File: config.mk
export PLATFORM = sky130hd
export DESIGN_NAME = lut3_cfg_writer
export DESIGN_NICKNAME = d
export VERILOG_FILES = /design/src/rtl/lut3_cfg_writer_pkg.sv /design/src/rtl/lut3_srl8.sv /design/src/rtl/lut3_cfg_writer.sv
export SDC_FILE = /design/constraint.sdc
export NUM_CORES = 1
export LEC_CHECK = 0
export ABC_AREA = 1
export CORE_MARGIN = 2
export CORE_UTILIZATION = 30
export DETAILED_ROUTE_END_ITERATION = 8
export HOLD_SLACK_MARGIN = 0.02
export SYNTH_ARGS = -nofsm -noshare
export SYNTH_HDL_FRONTEND = slang
export SYNTH_SLANG_ARGS = --single-unit
File: constraint.sdc
create_clock -name C -period 1.55 [get_ports C]
set_input_delay 0.155 -clock C [delete_from_list [all_inputs] [get_ports C]]
set_output_delay 0.155 -clock C [all_outputs]
set_load 0.02 [all_outputs]
File: src/rtl/lut3_cfg_writer_pkg.sv
// Shared definitions for the reconfigurable 3-input LUT writer.
package lut3_cfg_writer_pkg;
  localparam int TBL_W = 8;
  localparam int CNT_W = 3;

  typedef enum logic [1:0] {
    IDLE  = 2'd0,
    SHIFT = 2'd1,
    FIN   = 2'd2
  } state_t;
endpackage

File: src/rtl/lut3_srl8.sv
// 8-bit shift register holding the LUT truth table: MSB-first serial load,
// 3-bit read mux for the lookup, top bit as the cascade output.
module lut3_srl8
  import lut3_cfg_writer_pkg::*;
#(
  parameter logic [TBL_W-1:0] INIT = '0
) (
  input  logic       clk,
  input  logic       clr,
  input  logic       ce,
  input  logic       din,
  input  logic [2:0] sel,
  output logic       q,
  output logic       sout
);

  logic [TBL_W-1:0] sr;

  // Shift one bit in at the LSB when enabled; clear restores the initial table.
  always_ff @(posedge clk or posedge clr) begin
    if (clr) begin
      sr <= INIT;
    end else if (ce) begin
      sr <= {sr[TBL_W-2:0], din};
    end
  end

  assign q    = sr[sel];
  assign sout = sr[TBL_W-1];

endmodule

File: src/rtl/lut3_cfg_writer.sv
// LUT3 with a serial configuration writer. A new truth table is accepted in
// IDLE, then shifted MSB first into the table register over SHIFT_LEN enabled
// cycles, followed by a single FIN cycle that pulses DONE.
//
// Handshake: a table is taken on a rising edge where WR_VALID and WR_READY are
// both high and CLR is low. WR_READY is high only in IDLE; WR_VALID while busy
// is ignored and the offered data stays with the producer.
module lut3_cfg_writer
  import lut3_cfg_writer_pkg::*;
#(
  parameter logic [TBL_W-1:0] INIT      = 8'h00,
  parameter int               SHIFT_LEN = 8
) (
  input  logic             C,
  input  logic             CLR,
  input  logic             CE,
  input  logic [TBL_W-1:0] WR_DATA,
  input  logic             WR_VALID,
  output logic             WR_READY,
  input  logic             I0,
  input  logic             I1,
  input  logic             I2,
  output logic             O,
  output logic             LO,
  output logic             CDO,
  output logic             BUSY,
  output logic             DONE,
  output logic [1:0]       dbg_state
);

  // Counter value on the final shift; the wrap back to 0 happens on that edge.
  localparam logic [CNT_W-1:0] LAST = CNT_W'(SHIFT_LEN - 1);

  state_t           state, state_n;
  logic [TBL_W-1:0] stg, stg_n;
  logic [CNT_W-1:0] cnt, cnt_n;
  logic             shift_en;
  logic             lut_q;

  // Control state, staging word and shift counter.
  always_ff @(posedge C or posedge CLR) begin
    if (CLR) begin
      state <= IDLE;
      stg   <= '0;
      cnt   <= '0;
    end else begin
      state <= state_n;
      stg   <= stg_n;
      cnt   <= cnt_n;
    end
  end

  // Next-state logic: accept in IDLE, shift while CE is high, one FIN cycle.
  always_comb begin
    state_n  = state;
    stg_n    = stg;
    cnt_n    = cnt;
    shift_en = 1'b0;
    DONE     = 1'b0;
    case (state)
      IDLE: begin
        if (WR_VALID) begin
          stg_n   = WR_DATA;
          cnt_n   = '0;
          state_n = SHIFT;
        end
      end
      SHIFT: begin
        if (CE) begin
          shift_en = 1'b1;
          stg_n    = {stg[TBL_W-2:0], 1'b0};
          cnt_n    = cnt + 1'b1;
          if (cnt == LAST) begin
            state_n = FIN;
          end
        end
      end
      FIN: begin
        DONE    = 1'b1;
        state_n = IDLE;
      end
      default: begin
        state_n = IDLE;
      end
    endcase
  end

  lut3_srl8 #(
    .INIT (INIT)
  ) u_srl (
    .clk  (C),
    .clr  (CLR),
    .ce   (shift_en),
    .din  (stg[TBL_W-1]),
    .sel  ({I2, I1, I0}),
    .q    (lut_q),
    .sout (CDO)
  );

  assign O         = lut_q;
  assign LO        = lut_q;
  assign BUSY      = (state != IDLE);
  assign WR_READY  = ~BUSY;
  assign dbg_state = state;

endmodule

==> metrics.txt <==
# TYPE chip_impl_metric gauge
chip_impl_metric{name="final_critical_path_setup_slack",unit="ns"} 0.0979
chip_impl_info{name="post_synth_main_area_contributors",value="sky130_fd_sc_hd__dfrtp_1, sky130_fd_sc_hd__nand2_1, sky130_fd_sc_hd__inv_1"} 1
chip_impl_info{name="cts_tree",value="done"} 1
chip_impl_metric{name="dp_worst_setup_slack",unit="ns"} -0.323
chip_impl_metric{name="met3RoutedLength",unit="um"} 94
chip_impl_metric{name="clock_sink_count",unit=""} 21
chip_impl_info{name="synth_top_cell_by_area",value="sky130_fd_sc_hd__dfrtp_1"} 1
chip_impl_metric{name="post_route_cell_area",unit="sq mm"} 0.00135
chip_impl_info{name="hold_class",value="in2async"} 1
chip_impl_metric{name="number_of_buffers_added_to_fix_hold_violations_after_cts",unit=""} 0
chip_impl_metric{name="sequentialPowerShare",unit=""} 0.425
chip_impl_metric{name="syn-num-nets",unit=""} 155
chip_impl_metric{name="number_of_max_cap_violations",unit=""} 0
chip_impl_metric{name="numPortBuffers",unit=""} 22
chip_impl_metric{name="synth_top_area_share",unit=""} 0.492
chip_impl_metric{name="drt-met1-wl",unit="um"} 999
chip_impl_metric{name="final.setup_skew",unit="ns"} 0.00123
chip_impl_metric{name="timing.final.crit_share",unit=""} 0.937
chip_impl_metric{name="yosysSeqAreaShare",unit=""} 0.492
chip_impl_metric{name="synth.ff_latch_count",unit=""} 21
chip_impl_metric{name="setup_violations",unit=""} 0
chip_impl_metric{name="numCtsBuffers",unit=""} 3
chip_impl_metric{name="gp_congestion",unit=""} 0.788
chip_impl_metric{name="synth_cells",unit=""} 138
chip_impl_metric{name="clock_latency",unit="ns"} 0.29
chip_impl_metric{name="slew_headroom",unit=""} 0.777
chip_impl_metric{name="chipHeight",unit="um"} 63.7
chip_impl_info{name="criticalPathCategory",value="reg2out"} 1
chip_impl_metric{name="worstPathBufferInverterCount",unit=""} 1
chip_impl_metric{name="grt_start_max_net_pins",unit=""} 22
chip_impl_metric{name="dp.cells",unit=""} 204
chip_impl_metric{name="average_footprint_of_a_synthesized_cell",unit="sq um"} 7.74
chip_impl_info{name="top_layer",value="met3"} 1
chip_impl_metric{name="dieWidth",unit="um"} 63.7
chip_impl_metric{name="drtAntennaViolNets",unit=""} 0
chip_impl_metric{name="switching_share",unit=""} 0.410
chip_impl_metric{name="grt_first_pass_wirelength",unit="mm"} 3.48
chip_impl_metric{name="via_per_inst",unit=""} 4.12
chip_impl_metric{name="powerDensity",unit="mW/mm^2"} 1560
chip_impl_metric{name="critical_path_peak_fanout",unit=""} 3
chip_impl_metric{name="rows",unit=""} 21
chip_impl_metric{name="cts_max_path_buffers",unit=""} 2
chip_impl_metric{name="finalCriticalPeriod",unit="ns"} 1.45
chip_impl_metric{name="power.net_switching",unit="uW"} 868
chip_impl_metric{name="htree_num_levels",unit=""} 1
chip_impl_metric{name="cp.arrival",unit="ns"} 1.30
chip_impl_info{name="cell_family_with_most_cp_delay",value="buffers and inverters"} 1
chip_impl_metric{name="met2_wirelength",unit="um"} 907
chip_impl_info{name="final_common_cell",value="sky130_fd_sc_hd__nand2_1"} 1
chip_impl_info{name="slowest_stage",value="sky130_fd_sc_hd__clkdlybuf4s50_1"} 1
chip_impl_metric{name="global_route.usage.total",unit=""} 0.106
chip_impl_metric{name="cpPeakStageDelay",unit="ns"} 0.62
chip_impl_metric{name="drt_pass1_iterations",unit=""} 4
chip_impl_metric{name="gr-total-overflow",unit=""} 0
chip_impl_metric{name="io_pins",unit=""} 23
chip_impl_metric{name="fraction_of_final_layout_cells_sized_beyond_drive_strength_1",unit=""} 0.0920
chip_impl_metric{name="worst_ir_drop_vdd",unit="uV"} 549
chip_impl_metric{name="coreArea",unit="sq mm"} 0.00339
chip_impl_info{name="critical_path_cell_by_cell",value="clkdlybuf4s50_1"} 1
chip_impl_info{name="final_cell_mix",value="sky130_fd_sc_hd__nand2_1, sky130_fd_sc_hd__inv_1, sky130_fd_sc_hd__dfrtp_1, sky130_fd_sc_hd__clkdlybuf4s50_1, sky130_fd_sc_hd__o21ai_1"} 1
chip_impl_metric{name="wl_per_cell",unit="um"} 9.58
chip_impl_info{name="start_kind",value="flip-flop"} 1
chip_impl_metric{name="comb_power_share",unit=""} 0.455
chip_impl_info{name="cp-end-kind",value="output pin"} 1
chip_impl_metric{name="dr_total_vias",unit=""} 861
chip_impl_info{name="unrepaired_setup_endpoints_after_global_routing",value="no"} 1
chip_impl_metric{name="initialDrtViolationCount",unit=""} 26
chip_impl_metric{name="drt_wl_total",unit="mm"} 2.00
chip_impl_metric{name="timing_max_transition_violations_final",unit=""} 0
chip_impl_metric{name="clock_power_share",unit=""} 0.121
chip_impl_metric{name="design.final.nets",unit=""} 181
chip_impl_metric{name="grt_antenna_before_repair",unit=""} 0
chip_impl_metric{name="remaining_drc_errors",unit=""} 0
chip_impl_metric{name="critical_path_required",unit="ns"} 1.39
chip_impl_info{name="outcome",value="completed"} 1
chip_impl_metric{name="final_hold_viol_count",unit=""} 0
chip_impl_metric{name="post_layout_nonfiller_instances",unit=""} 209
chip_impl_metric{name="p_leak",unit="nW"} 0.731
chip_impl_metric{name="dieArea",unit="sq mm"} 0.00406
chip_impl_metric{name="post_dp_cell_area",unit="sq mm"} 0.00132
chip_impl_metric{name="yosysWarnings",unit=""} 0
chip_impl_metric{name="fin_tns_setup",unit="ns"} 0
chip_impl_metric{name="mappedNetlistArea",unit="sq mm"} 0.00107
chip_impl_metric{name="area_growth",unit="%"} 26.5
chip_impl_metric{name="fmax",unit="MHz"} 689
chip_impl_metric{name="first_global_vias",unit=""} 800
chip_impl_metric{name="max_slew.worst_pin.slew",unit="ns"} 0.333
chip_impl_info{name="cts-root-buf",value="sky130_fd_sc_hd__clkbuf_4"} 1
chip_impl_metric{name="path_clk_slew",unit="ns"} 0.11
chip_impl_metric{name="power.internal",unit="mW"} 1.25
chip_impl_metric{name="start_util",unit=""} 0.315
chip_impl_metric{name="synth_cell_type_count",unit=""} 19
chip_impl_metric{name="n_antenna_cell",unit=""} 0
chip_impl_metric{name="detailed_place_hpwl",unit="mm"} 1.51
-- cell type report --
| cell class | instances | area (sq um) |
|---|---|---|
| Fill cell | 345 | 2040 |
| Sequential cell | 21 | 527 |
| Multi-Input combinational cell | 90 | 418 |
| Timing Repair Buffer | 25 | 236 |
| Inverter | 23 | 86.3 |
| Tap cell | 46 | 57.6 |
| Clock buffer | 4 | 26.3 |
-- sequential cells by signal, indices dropped and copies added (netlist names) --
register   cells
cnt            3
dbg_state      2
stg            8
u_srl.sr       8
-- kinds of logic (layout without fill, tap and decap cells) --
kind of cell,Yosys count,in the layout,share of synthesized area
buf+inv,27,52,0.117
mux,1,1,0.00937
flops,21,21,0.492
fa+ha+maj,2,2,0.0234
simple gates,71,71,0.280
compound gates,16,16,0.0785
-- power by group through the flow --
stage / registers, mW / logic, mW / clock network, mW
floorplan: 0.915 / 0.723 / 0
global placement: 0.900 / 0.987 / 0
detailed placement: 0.911 / 1.00 / 0
CTS: 0.901 / 0.986 / 0.265
global route: 0.929 / 1.11 / 0.292
finish: 0.897 / 0.961 / 0.255
-- what timing repair did --
action / in CTS / in global routing
gates resized for setup: 10 / 5
endpoints found under the setup margin: 6 / 4
buffers inserted: 0 / 1
-- per-stage QoR --
step	util	hold WS, ns	total power [mW]
finish	0.399	0.176	2.11
global route	0.399	0.198	2.33
CTS	0.398	0.186	2.15
detailed placement	0.390	0.460	1.91
global placement	0.390	0.457	1.89
floorplan	-	0.132	1.64
-- metal layers --
layer / vias up / GRT usage
li1: 465 / -
met1: 375 / 0.139
met2: 21 / 0.175
met3: 0 / 0.0250
met4: 0 / 0.0245
met5: - / 0
-- Yosys cell counts (all sizes together) --
master and number:
nor2 3, inv 23, nand3 5, nand2 62, nor3 1, dfrtp 21, ha 2, buf 4
o21ai 16, mux2i 1
-- path summary, 6_finish.rpt --
path                                             to  cells after the start                startpoint  slack [ns]
max in group asynchronous  dbg_state[1]$_DFFE_PP0P_                      3                       CLR        1.14
min                         u_srl.sr[1]$_DFFE_PP0P_                      3                       CLR        0.18
min reg2reg                      stg[1]$_DFFE_PP0P_                      2        stg[1]$_DFFE_PP0P_        0.48
max reg2reg                      cnt[2]$_DFFE_PP0P_                      6  dbg_state[1]$_DFFE_PP0P_        0.25
min in group C                   stg[0]$_DFFE_PP0P_                      3                WR_DATA[0]        0.45
max                                             CDO                      1   u_srl.sr[7]$_DFFE_PP0P_         0.1
Note: power is estimated with default switching activity, not from simulation.
